<file path="src/rtl/mod_addsub_pipe_if.sv">
// Valid/ready bundle for the multi-lane modular add/sub pipeline.
// Lane i of each vector sits at bits [i*W +: W].
interface mod_addsub_pipe_if #(
  parameter int unsigned W     = 12,
  parameter int unsigned LANES = 4
);
  logic                 in_valid;
  logic                 in_ready;
  logic                 in_op;
  logic [LANES*W-1:0]   in_a;
  logic [LANES*W-1:0]   in_b;
  logic                 out_valid;
  logic                 out_ready;
  logic [LANES*W-1:0]   out_result;
  logic [LANES-1:0]     out_err;

  modport master (
    output in_valid, in_op, in_a, in_b, out_ready,
    input  in_ready, out_valid, out_result, out_err
  );

  modport slave (
    input  in_valid, in_op, in_a, in_b, out_ready,
    output in_ready, out_valid, out_result, out_err
  );
endinterface

</file>
<file path="src/rtl/mod_addsub_pipe.sv">
// Two-stage, multi-lane modular add/subtract over Z_q.
// S1 holds the raw W+1 bit sum/difference, S2 the corrected result.
module mod_addsub_pipe #(
  parameter int unsigned Q     = 3329,
  parameter int unsigned W     = 12,
  parameter int unsigned LANES = 4
) (
  input  logic              clk,
  input  logic              rst,
  mod_addsub_pipe_if.slave  bus
);

  typedef logic [W-1:0] coef_t;
  typedef logic [W:0]   raw_t;

  localparam coef_t QC = coef_t'(Q);
  localparam raw_t  QR = raw_t'(Q);

  typedef struct packed {
    logic                  op;
    logic [LANES-1:0]      err;
    logic [LANES-1:0][W:0] raw;
  } s1_t;

  typedef struct packed {
    logic [LANES*W-1:0] res;
    logic [LANES-1:0]   err;
  } s2_t;

  logic s1_valid_q, s1_valid_d;
  logic s2_valid_q, s2_valid_d;
  s1_t  s1_q, s1_d;
  s2_t  s2_q, s2_d;

  logic s1_adv, s2_adv;

  assign s2_adv = !s2_valid_q || bus.out_ready;
  assign s1_adv = !s1_valid_q || s2_adv;

  assign bus.in_ready   = s1_adv;
  assign bus.out_valid  = s2_valid_q;
  assign bus.out_result = s2_q.res;
  assign bus.out_err    = s2_q.err;

  always_comb begin
    coef_t a, b;
    a          = '0;
    b          = '0;
    s1_d       = s1_q;
    s1_valid_d = s1_adv ? bus.in_valid : s1_valid_q;
    if (s1_adv && bus.in_valid) begin
      s1_d.op = bus.in_op;
      for (int i = 0; i < LANES; i++) begin
        a = bus.in_a[i*W +: W];
        b = bus.in_b[i*W +: W];
        s1_d.raw[i] = bus.in_op ? ({1'b0, a} - {1'b0, b})
                                : ({1'b0, a} + {1'b0, b});
        s1_d.err[i] = (a >= QC) || (b >= QC);
      end
    end
  end

  // One conditional correction per lane; bubbles leave S2 data untouched.
  always_comb begin
    raw_t  r;
    coef_t fix;
    r          = '0;
    fix        = '0;
    s2_d       = s2_q;
    s2_valid_d = s2_adv ? s1_valid_q : s2_valid_q;
    if (s2_adv && s1_valid_q) begin
      s2_d.err = s1_q.err;
      for (int i = 0; i < LANES; i++) begin
        r = s1_q.raw[i];
        if (s1_q.op)
          fix = coef_t'(r[W] ? r + QR : r);
        else
          fix = coef_t'((r >= QR) ? r - QR : r);
        s2_d.res[i*W +: W] = fix;
      end
    end
  end

  always_ff @(posedge clk) begin
    if (rst) begin
      s1_valid_q <= 1'b0;
      s2_valid_q <= 1'b0;
      s1_q       <= '0;
      s2_q       <= '0;
    end else begin
      s1_valid_q <= s1_valid_d;
      s2_valid_q <= s2_valid_d;
      s1_q       <= s1_d;
      s2_q       <= s2_d;
    end
  end

endmodule

</file>
<file path="src/flat_wrapper.sv">
// flat-port wrapper written by rule: the top's interface ports become plain ports
module mod_addsub_pipe_flat 
#(
  parameter int unsigned Q     = 3329,
  parameter int unsigned W     = 12,
  parameter int unsigned LANES = 4
)
  (clk, rst, bus_in_valid, bus_in_op, bus_in_a, bus_in_b, bus_out_ready, bus_in_ready, bus_out_valid, bus_out_result, bus_out_err);
  mod_addsub_pipe_if #(.W(W), .LANES(LANES)) bus_i ();
  input  logic clk;
  input  logic rst;
  input wire logic [$bits(bus_i.in_valid)-1:0] bus_in_valid;
  input wire logic [$bits(bus_i.in_op)-1:0] bus_in_op;
  input wire logic [$bits(bus_i.in_a)-1:0] bus_in_a;
  input wire logic [$bits(bus_i.in_b)-1:0] bus_in_b;
  input wire logic [$bits(bus_i.out_ready)-1:0] bus_out_ready;
  output wire logic [$bits(bus_i.in_ready)-1:0] bus_in_ready;
  output wire logic [$bits(bus_i.out_valid)-1:0] bus_out_valid;
  output wire logic [$bits(bus_i.out_result)-1:0] bus_out_result;
  output wire logic [$bits(bus_i.out_err)-1:0] bus_out_err;
  assign bus_i.in_valid = bus_in_valid;
  assign bus_i.in_op = bus_in_op;
  assign bus_i.in_a = bus_in_a;
  assign bus_i.in_b = bus_in_b;
  assign bus_i.out_ready = bus_out_ready;
  assign bus_in_ready = bus_i.in_ready;
  assign bus_out_valid = bus_i.out_valid;
  assign bus_out_result = bus_i.out_result;
  assign bus_out_err = bus_i.out_err;
  mod_addsub_pipe #(.Q(Q), .W(W), .LANES(LANES)) u_core (.clk(clk), .rst(rst), .bus(bus_i));
endmodule
</file>
<file path="config.mk">
export PLATFORM = sky130hd
export DESIGN_NAME = mod_addsub_pipe_flat
export DESIGN_NICKNAME = d
export VERILOG_FILES = /design/src/rtl/mod_addsub_pipe_if.sv /design/src/rtl/mod_addsub_pipe.sv /design/src/flat_wrapper.sv
export SDC_FILE = /design/constraint.sdc
export NUM_CORES = 1
export LEC_CHECK = 0
export CAP_MARGIN = 20
export CORE_ASPECT_RATIO = 0.5
export CORE_MARGIN = 2
export CORE_UTILIZATION = 36
export DETAILED_ROUTE_END_ITERATION = 8
export PLACE_DENSITY = 0.55
export SKIP_LAST_GASP = 1
export SLEW_MARGIN = 30
export SYNTH_ARGS = -nofsm -noshare
export SYNTH_HDL_FRONTEND = slang
export SYNTH_SLANG_ARGS = --single-unit
</file>
<file path="constraint.sdc">
create_clock -name clk -period 4.6 [get_ports clk]
set_input_delay 0.92 -clock clk [delete_from_list [all_inputs] [get_ports clk]]
set_output_delay 0.92 -clock clk [all_outputs]
set_load 0.01 [all_outputs]
</file>
## Word level (Yosys, flattened, before mapping)

Cells that the tools add are included.

- Register bits: 111
- Input bits: 101
- Output and inout port bits: 54
- Word-level logic and storage cells: 64

- Add/subtract/negate cells: 16
- $lt $le $gt $ge: 12
- Multiplexer cells: 16
- Reduce and logical (&&, ||, !) cells: 10

Operators by type and width:

| kind | number |
|---|---|
| 2-to-1 mux 12 bit | 12 |
| >= comparator 12 bit (second input constant) | 8 |
| adder 12 x 12 -> 13 bit | 4 |
| >= comparator 13 x 12 -> 1 bit (second input constant) | 4 |
| 2-to-1 mux 13 bit | 4 |
| subtractor 12 x 12 -> 13 bit | 4 |
| adder 12 bit (second input constant) | 4 |
| subtractor 12 bit (second input constant) | 4 |
| logical OR 1 bit | 6 |
| logical AND 1 bit | 2 |
| zero test 1 bit | 2 |

## Longest topological paths before layout

Gate-level depths: netlist of run 1.

- Depth in word-level cells: 4
- Mapped depth: 13
- Mapped depth without buffers: 13

## Least setup slack after synthesis of run 1

OpenSTA, ideal clock, no wires.

- Kind: input -> register
- From: input bus_in_op
- To: register u_core.s1_q[11] in the netlist's numbering
- Library setup time: 0.122 ns
- Arrival: 3.374 ns
- Data required time: 4.478 ns
- Setup slack: 1.104 ns
- Stages: 10
- Buffers on the path: 2
- Path through: clkbuf_1 clkbuf_1 mux2i_1 ha_1 nor2b_1 o31a_1 o31a_1 o221ai_1 a2111oi_0 a311o_1

- Longest elaborated chain between the ends: 1

RTL lines:

| item | line | RTL |
|---|---|---|
| start: declaration | flat_wrapper.sv:13 | `input wire logic [$bits(bus_i.in_op)-1:0] bus_in_op;` |
| 2-to-1 mux 13 bit | mod_addsub_pipe.sv:56 | `s1_d.raw[i] = bus.in_op ? ({1'b0, a} - {1'b0, b})` |
| end signal: assignment | mod_addsub_pipe.sv:88 | `s1_q <= '0;` |
| end signal: assignment | mod_addsub_pipe.sv:93 | `s1_q <= s1_d;` |
| end: declaration | mod_addsub_pipe.sv:32 | `s1_t s1_q, s1_d;` |

Every way passes these cells.
A chain may end at the register's enable or synchronous reset.

## Worst setup path in the final report of run 1

- From: input bus_in_b[26]
- To: register u_core.s1_q[36] in the netlist's numbering

- Longest elaborated chain between the ends: 2
- Elaborated cells on any way between the ends: 3
- Those cells by class: add/sub (2); mux (1)

RTL lines:

| item | line | RTL |
|---|---|---|
| start: declaration | flat_wrapper.sv:15 | `input wire logic [$bits(bus_i.in_b)-1:0] bus_in_b;` |
| adder 12 x 12 -> 13 bit or subtractor 12 x 12 -> 13 bit (tied branches) | mod_addsub_pipe.sv:57, mod_addsub_pipe.sv:56 |  |
| 2-to-1 mux 13 bit * | mod_addsub_pipe.sv:56 |  |

Every way passes the cells marked *; elsewhere a longest branch is shown, timed or not.

==> reports/qor.yml, run 1 <==
sta:
  finalMaxSlewViolations: 0
  rsz0062_at_grt: "no"
  finalHoldViolCount: 0
  min_period_ns: 3.675
  maxSlewHeadroom_pct: 44.88
  finalSetupViolations: 0
  tightest_slew_ns: 0.8259
  setup_tns_ns: 0
  fin_crit_sh_pct: 79.89
  fin_worst_skew_ns: 0.01141
  fmax_mhz: 272.1
critical_path:
  cp_slowest_stage_delay_ns: 0.46
  r2r_end: "u_core.bus.out_result[35]"
  worstPathArrival_ns: 3.92
  slowest_stage: "clkdlybuf4s50_1"
  worst-setup-path-type: "in -> reg"
  critPathCaptureType: "flop"
  path_cells: "clkdlybuf4s50_1, nor2_1, nor4b_1, nor2_1, xnor2_1, ha_1, and3_1, a221o_1, a21oi_1, a21oi_1, xnor2_1, o21ai_0"
  cp-start-kind: "primary input"
  r2r-start: "u_core.s1_q[56]"
  cp_max_fo: 5
  r2r_slack_ns: 1.95
  cp.required_ns: 4.85
  reg2reg_depth: 7
global_route:
  first_global_vias: 8811
  gr-usage-all-layers_pct: 23.25
  gr-total-overflow: 0
  antenna_found_initial: 0
  grt_max_degree: 45
  grt_first_pass_wirelength_um: 50200
route:
  totalWireLength_um: 32190
  drt-vias-per-instance: 5.724
  antenna_left: 0
  firstDrtPassIters: 5
  initialDrtViolationCount: 990
  wl_per_cell_um: 19.06
  drcViolationCount: 0
  vias: 9668
power:
  p_leak_nw: 4.212
  vdd_drop_max_uv: 143.7
  power_mw: 3.302
  internal_power_mw: 2.011
  p_seq_share_pct: 37.4
  p_switching_mw: 1.292
  switching_share_pct: 39.12
  power_density_mw_per_mm2: 289.6
  power_frac_clock_pct: 24.4
  power_frac_comb_pct: 38.2
cts:
  clockBufferDepth: 2
  cts_buffers: 9
  cts-resized-gates: 0
  cts_root_buf: "clkbuf_16"
  postCtsSetupBuffers: 0
  cts_num_sinks: 111
  cts.clk_slew.worst_paths_ns: 0.08
  ctsHoldBuffers: 0
  clock_latency_ns: 0.37
  ctsHtreeMaxLevel: 3
  cts_tree: "yes"
synth:
  yosysWarnings: 0
  synth_area_leaders: "dfxtp_1, ha_1, xnor2_1, a21oi_1, nand2_1"
  seq_area_frac_synth_pct: 23.77
  synth.distinct_cells: 77
  ys.flop_type: "dfxtp_1"
  synth.net_count: 1413
  synth_top_cells_by_count: "nand2_1, dfxtp_1, nor2_1"
  synth.avg_cell_area_um2: 7.565
  synth_top_area_share_pct: 23.77
  yosysTopAreaCell: "dfxtp_1"
  yosysMostFrequentCell: "nand2_1"
  ys_async_sr_fraction_pct: 0
  synth.cell_area_mm2: 0.009350
  synth_edf_count: 0
  synth_seq_cells: 111
  netlist_instances: 1236
die:
  rows: 41
  die-area_mm2: 0.02736
  die_h_um: 118.0
  die_w_um: 231.9
  initial_core_util_pct: 36.90
  ios: 155
  placeableCoreArea_mm2: 0.02534
place:
  hpwl_um: 25390
  io_buffers: 154
  gp_congestion: 0.8745
  dp_cells: 1673
  placed_area_mm2: 0.01111
final_layout:
  fin_cells: 1689
  layout-drive-gt1-share_pct: 4.312
  final_nets: 1517
  area_growth_pct: 21.95
  insertedDiodeCount: 0
  final_area_mm2: 0.01140
status:
  outcome: "complete, no violations"
hold_path:
  min_from: "u_core.bus.out_result[11]"
  min_path_type: "reg -> reg"
  hold_depth: 2
  holdPathEnd: "u_core.bus.out_result[11]"
flow_run:
  cap_violations: 0
-- flip-flops by register name, summed over array words and instances, names as in the netlist --
name / cells
u_core.bus.out_valid: 1
u_core.bus.out_err: 4
u_core.bus.out_result: 48
u_core.s1_valid_q: 1
u_core.s1_q: 57
-- final cells by class --
class,instances,area [um^2]
flip-flops and latches,111,2222
well taps,344,430.4
clock inverters,7,68.82
repair buffers,168,1637
fillers,2618,13940
clock buffers,9,225.2
inverters,41,153.9
multi-input cells,1009,6665
-- per-stage QoR --
| stage | setup WS (ns) | utilization, % | hold slack, ns |
|---|---|---|---|
| floorplan | 1.104 | - | 0.4287 |
| global placement | 0.6386 | 43.83 | 0.4381 |
| detailed placement | 0.6112 | 43.83 | 0.4421 |
| CTS | 0.9506 | 44.99 | 0.4561 |
| global route | 0.6693 | 44.99 | 0.4797 |
| finish | 0.9251 | 44.99 | 0.4520 |
-- kinds of logic after synthesis --
family / share of synthesized area [%]
buf+inv: 4.978
compound gates: 26.59
mux: 1.191
fa+ha+maj: 10.49
simple gates: 24.65
flops: 23.77
xor+xnor: 8.337
-- placed cells by master (no fill, tap or decap), types with 6 or more instances in the layout --
| cell type | netlist | routed |
|---|---|---|
| and4_1 | 6 | 6 |
| a211o_1 | 6 | 6 |
| o31ai_1 | 7 | 7 |
| and2_1 | 15 | 13 |
| xnor2_1 | 71 | 71 |
| nor4_1 | 24 | 24 |
| dfxtp_1 | 111 | 111 |
| a21o_1 | 20 | 20 |
| a31oi_1 | 23 | 23 |
| a311o_1 | 6 | 6 |
| ha_1 | 72 | 72 |
| o21ai_0 | 73 | 73 |
| nor2b_1 | 6 | 6 |
| o31a_1 | 8 | 8 |
| o22ai_1 | 9 | 9 |
| clkbuf_16 | 0 | 9 |
| nand4_1 | 26 | 26 |
| inv_1 | 40 | 40 |
| nor3_1 | 31 | 31 |
| mux2i_1 | 10 | 10 |
| a21oi_1 | 102 | 102 |
| o21a_1 | 19 | 19 |
| a211oi_1 | 25 | 25 |
| nor4b_1 | 7 | 7 |
| o311ai_0 | 8 | 8 |
| nand3_1 | 45 | 45 |
| nor2_1 | 108 | 108 |
| o211ai_1 | 10 | 10 |
| nand2_1 | 114 | 114 |
| clkdlybuf4s50_1 | 0 | 152 |
| or3_1 | 22 | 22 |
| xor2_1 | 18 | 18 |
| and3_1 | 20 | 20 |
| buf_4 | 0 | 14 |
-- worst max-delay path, delay by kind of cell --
| kind | cells | cell delay (ns) |
|---|---|---|
| buffers and inverters | 1 | 0.46 |
| adders and majority gates | 1 | 0.33 |
| AOI/OAI and AO/OA | 4 | 0.89 |
| and+or+nand+nor | 4 | 1.00 |
| xor gates and xnor gates | 2 | 0.31 |
-- how the worst max path moves through the flow --
stage	from	slack, ns	depth (start not counted)	endpoint
3_3_place_gp	bus_in_b[15]	0.64	12	u_core.s1_q[25]
2_1_floorplan	bus_in_op	1.10	10	u_core.s1_q[11]
5_1_grt	bus_in_b[26]	0.67	12	u_core.s1_q[36]
3_5_place_dp	bus_in_b[16]	0.61	12	u_core.s1_q[25]
6_report	bus_in_b[26]	0.93	12	u_core.s1_q[36]
4_1_cts	bus_in_b[16]	0.95	12	u_core.s1_q[25]
-- power by group through the flow --
stage	clock network, mW	logic [mW]	registers, mW
detailed placement	0	1.24	1.25
finish	0.806	1.26	1.24
CTS	0.827	1.25	1.23
floorplan	0	0.877	1.15
global route	0.864	1.39	1.25
global placement	0	1.24	1.25
-- routing by layer --
metal | track usage (%) | up-vias | part of all wire, %
met2 | 32.28 | 310 | 41
li1 | - | 4788 | -
met1 | 37.23 | 4548 | 52
met3 | 3.149 | 22 | 6.1
met4 | 4.367 | 0 | 0.93
met5 | 0 | - | 0
(Power assumes the default switching activity.)
==> run 2, diff against run 1 <==
Clock period 4.6 ns to 3.52 ns, I/O delays scaled along.
==> run 2 against run 1 <==
Compared with the run above: first-iteration DRC count shrank 5.7%; via count up 4.0%; utilization grew 2.6 points; highest routed layer unchanged.
==> reports/qor.yml, run 2 (same netlist as run 1, synthesis figures left out) <==
status:
  outcome: "complete, no violations"
route:
  antenna_left: 0
  vias: 10050
  drt-vias-per-instance: 5.672
  initialDrtViolationCount: 934
  totalWireLength_um: 33790
  wl_per_cell_um: 19.07
  firstDrtPassIters: 5
  drcViolationCount: 0
die:
  ios: 155
  die_w_um: 231.9
  rows: 41
  die_h_um: 118.0
  placeableCoreArea_mm2: 0.02534
  die-area_mm2: 0.02736
  initial_core_util_pct: 36.90
critical_path:
  cp-start-kind: "primary input"
  cp_slowest_stage_delay_ns: 0.55
  reg2reg_depth: 6
  worstPathArrival_ns: 3.47
  critPathBufInv: 3
  worst-setup-path-type: "in -> reg"
  cp_max_fo: 4
  path_delay_family: "compound AO/OA/AOI/OAI gates"
  path_cells: "clkdlybuf4s50_1, inv_1, ha_1, mux2i_1, fa_1, a21o_1, a221o_1, a21oi_1, buf_4, xor2_1, o21ai_0"
  crit_path_end: "u_core.s1_q[34]"
  cp.required_ns: 3.76
  slowest_stage: "clkdlybuf4s50_1"
  r2r_slack_ns: 0.77
  setup.worst_path.start: "bus_in_b[25]"
  critPathCaptureType: "flop"
  worstSetupPathDepth: 11
  r2r-start: "u_core.s1_q[41]"
  r2r_end: "u_core.bus.out_result[40]"
sta:
  fin_worst_skew_ns: 0.01071
  min_period_ns: 3.233
  tightest_slew_ns: 0.9279
  finalSetupViolations: 0
  rsz0062_at_grt: "no"
  maxSlewHeadroom_pct: 37.63
  fmax_mhz: 309.3
  fin_crit_sh_pct: 91.85
  finalMaxSlewViolations: 0
  hold_slack_ns: 0.4548
  finalHoldViolCount: 0
final_layout:
  area_growth_pct: 28.86
  layout_commonest_cell: "clkdlybuf4s50_1"
  largest_reg_flops: 57
  final_nets: 1600
  final_area_mm2: 0.01205
  top_register: "u_core.s1_q"
  layout_common_cells: "clkdlybuf4s50_1, nand2_1, dfxtp_1, nor2_1, a21oi_1"
  final_core_utilization_pct: 47.55
  insertedDiodeCount: 0
  layout-drive-gt1-share_pct: 9.804
power:
  power_frac_comb_pct: 40.5
  power_density_mw_per_mm2: 368.6
  p_switching_mw: 1.715
  internal_power_mw: 2.726
  vdd_drop_max_uv: 210.2
  power_frac_clock_pct: 23.2
  p_seq_share_pct: 36.3
  switching_share_pct: 38.61
  p_leak_nw: 4.619
global_route:
  first_global_vias: 9132
  gr-usage-all-layers_pct: 24.15
  gr-total-overflow: 0
  grt_first_pass_wirelength_um: 51980
  grt_max_degree: 80
  antenna_found_initial: 0
cts:
  postCtsSetupBuffers: 0
  clockBufferDepth: 2
  cts.clk_slew.worst_paths_ns: 0.08
  clock_latency_ns: 0.37
  cts_num_sinks: 111
  cts-resized-gates: 0
  ctsHoldBuffers: 0
  cts_buffers: 9
  cts_tree: "yes"
  ctsHtreeMaxLevel: 3
  cts_root_buf: "clkbuf_16"
place:
  placed_area_mm2: 0.01177
  io_buffers: 154
  hpwl_um: 26790
  gp_congestion: 0.9190
hold_path:
  min_from: "u_core.bus.out_result[45]"
  min_path_type: "reg -> reg"
flow_run:
  cap_violations: 0
## run 2: cell types whose count changed in the layout (fill, tap and decap cells not counted), sizes merged
cell | before | now
inv | 47 | 45
buf | 16 | 99
clkinvlp | 0 | 1
clkbuf | 9 | 10
## run 2: worst min-delay path by stage
stage	slack, ns	depth (start not counted)	endpoint
finish	0.45	2	u_core.bus.out_result[45]
global route	0.48	2	u_core.bus.out_result[11]
CTS	0.46	2	u_core.bus.out_err[1]
detailed placement	0.45	2	u_core.bus.out_err[1]
global placement	0.44	2	u_core.bus.out_result[3]
floorplan	0.43	2	u_core.bus.out_err[0]
## run 2: stage by stage
step / worst slack (ns) / total power, mW / TNS, ns / cells
final: 0.2867 / 4.441 / 0 / 1772
after global routing: 0.04287 / 4.704 / 0 / 1772
after CTS: 0.3298 / 4.434 / 0 / 1772
after detailed placement: -0.05691 / 3.409 / -0.2521 / 1756
after global placement: 0.003081 / 3.396 / 0 / 1756
after floorplan: 0.2396 / 2.651 / 0 / 1236
## run 2: tightest hold or removal path: cells and delay by family (launching register included)
| kind | cells | cell delay [ns] |
|---|---|---|
| flip-flops | 1 | 0.33 |
| AND/OR/NAND/NOR | 1 | 0.04 |
| AO/OA/AOI/OAI | 1 | 0.05 |
## run 2: power by group through the flow
stage	combinational (mW)	clock, mW	sequential [mW]
floorplan	1.15	0	1.51
global placement	1.77	0	1.63
detailed placement	1.78	0	1.63
CTS	1.79	1.05	1.60
global route	1.97	1.10	1.63
finish	1.80	1.03	1.61
## run 2: final cells by class
class                           count  area [um^2]
Fill cell                        2534        13290
Clock inverter                      6        51.30
Sequential cell                   111         2222
Clock buffer                       10        229.0
Timing Repair Buffer              251         2297
Tap cell                          344        430.4
Multi-Input combinational cell   1009         6665
Inverter                           41        153.9
## run 2: layer usage
metal / up-vias / wire length (um) / global-route usage, %
li1: 4950 / - / -
met1: 4767 / 18070 / 38.43
met2: 312 / 13410 / 33.66
met3: 22 / 2021 / 3.779
met4: 0 / 283 / 4.087
met5: - / 0 / 0
==> run 3, diff against run 2 <==
Settings changed: CTS_BUF_LIST set to sky130_fd_sc_hd__clkbuf_16, MAX_ROUTING_LAYER set to met4.
==> run 3 against run 2 <==
Compared with the run above: power increased by 0.54%; largest cell class unchanged; die area unchanged; utilization increased by 0.23 points; setup slack got worse by 0.025 ns; via count decreased by 0.53%; first-iteration DRC count decreased by 9.0%; routed wire length decreased by 1.1%; sequential share of layout area decreased by 0.090 points; final cell count increased by 0.28%.
==> reports/qor.yml, run 3 (same netlist as run 1, synthesis figures left out) <==
status:
  outcome: "complete, no violations"
critical_path:
  cp.required_ns: 3.78
  worst-setup-path-type: "in -> reg"
  cp-start-kind: "primary input"
  cp_max_fo: 4
  worstPathArrival_ns: 3.52
  critPathCaptureType: "flop"
die:
  initial_core_util_pct: 36.90
  placeableCoreArea_mm2: 0.02534
  die-area_mm2: 0.02736
  ios: 155
  die_h_um: 118.0
  rows: 41
  die_w_um: 231.9
final_layout:
  final_area_mm2: 0.01211
  top_register: "u_core.s1_q"
  final_nets: 1605
  fin_cells: 1777
  insertedDiodeCount: 0
  layout_commonest_cell: "clkdlybuf4s50_1"
  layout-drive-gt1-share_pct: 10.12
  largest_reg_flops: 57
  layout_common_cells: "clkdlybuf4s50_1, nand2_1, dfxtp_1, nor2_1, a21oi_1"
  area_growth_pct: 29.49
power:
  p_leak_nw: 4.661
  switching_share_pct: 38.52
  power_density_mw_per_mm2: 368.8
  power_frac_clock_pct: 23.4
  p_switching_mw: 1.720
  power_frac_comb_pct: 40.7
  vdd_drop_max_uv: 216.5
  power_mw: 4.465
  internal_power_mw: 2.745
  p_seq_share_pct: 35.9
cts:
  ctsHoldBuffers: 0
  cts_num_sinks: 111
  clockBufferDepth: 2
  postCtsSetupBuffers: 0
  cts.clk_slew.worst_paths_ns: 0.08
  cts_buffers: 9
  cts-resized-gates: 0
  clock_latency_ns: 0.38
  ctsHtreeMaxLevel: 3
  cts_tree: "yes"
  cts_root_buf: "clkbuf_16"
hold_path:
  min_path_type: "reg -> reg"
place:
  dp_cells: 1761
  io_buffers: 154
  pre_cts_ws_ns: -0.09218
  hpwl_um: 26660
  placed_area_mm2: 0.01182
  gp_congestion: 0.9218
sta:
  tightest_slew_ns: 0.9301
  fin_worst_skew_ns: 0.01474
  setup_ws_ns: 0.2622
  finalMaxSlewViolations: 0
  finalSetupViolations: 0
  fmax_mhz: 307.0
  min_period_ns: 3.258
  maxSlewHeadroom_pct: 37.48
  fin_crit_sh_pct: 92.55
  rsz0062_at_grt: "no"
  finalHoldViolCount: 0
  hold_slack_ns: 0.4539
global_route:
  antenna_found_initial: 1
  grt_first_pass_wirelength_um: 52300
  first_global_vias: 9188
  gr-usage-all-layers_pct: 24.98
  gr-total-overflow: 0
  grt_max_degree: 80
route:
  drcViolationCount: 0
  antenna_left: 0
  wl_per_cell_um: 18.81
  initialDrtViolationCount: 850
  vias: 9998
  firstDrtPassIters: 7
  drt-vias-per-instance: 5.626
  totalWireLength_um: 33430
flow_run:
  cap_violations: 0
[run 3: cell types whose count changed in the layout (fill, tap and decap cells not counted)]
cell,delta
inv_6,-2
clkinvlp_4,-1
buf_12,+1
inv_1,+1
inv_8,+3
buf_4,+4
clkbuf_1,-1
[run 3: area by class of cell]
| class | instances | area (um^2) |
|---|---|---|
| Multi-Input combinational cell | 1009 | 6665 |
| Clock buffer | 9 | 225.2 |
| Inverter | 41 | 153.9 |
| Sequential cell | 111 | 2222 |
| Tap cell | 344 | 430.4 |
| Timing Repair Buffer | 256 | 2347 |
| Clock inverter | 7 | 63.81 |
| Fill cell | 2503 | 13230 |
[run 3: power groups by stage]
| stage | logic, mW | registers (mW) | clock network, mW |
|---|---|---|---|
| final | 1.82 | 1.60 | 1.04 |
| after global routing | 2.01 | 1.62 | 1.13 |
| after CTS | 1.81 | 1.59 | 1.07 |
| after detailed placement | 1.80 | 1.62 | 0 |
| after global placement | 1.79 | 1.62 | 0 |
| after floorplan | 1.15 | 1.51 | 0 |
[run 3: worst paths after layout]
path | start | to | slack (ns) | cells past startpoint
hold / removal | u_core.bus.out_result[14] | u_core.bus.out_result[14] | 0.45 | 2
hold reg to reg | u_core.bus.out_result[14] | u_core.bus.out_result[14] | 0.45 | 2
setup reg to reg | u_core.s1_q[42] | u_core.bus.out_result[40] | 0.82 | 7
setup / recovery | bus_in_b[25] | u_core.s1_q[37] | 0.26 | 11
[run 3: per-layer routing]
| metal | share of wire, % | GRT usage, % | wire length, um |
|---|---|---|---|
| met2 | 39 | 33.32 | 13070 |
| met4 | 0.98 | 4.287 | 328 |
| met1 | 54 | 38.93 | 17970 |
| met5 | 0 | - | 0 |
| met3 | 6.2 | 3.852 | 2069 |
[run 3: worst max-delay path, cell delays in order]
cell and delay, ns:
clkdlybuf4s50_1 0.53, inv_1 0.08, ha_1 0.27, mux2i_1 0.39, ha_1 0.32, nor2b_1 0.14, o31a_1 0.25, o31a_1 0.28
o21ai_0 0.32, or4_1 0.16, nand3_1 0.06
[run 3: per-stage QoR]
stage                     util [%]  setup TNS, ns
after CTS                    47.78              0
final                        47.78              0
after global placement       46.64       -0.02562
after global routing         47.78              0
after floorplan                  -              0
after detailed placement     46.64        -0.1753
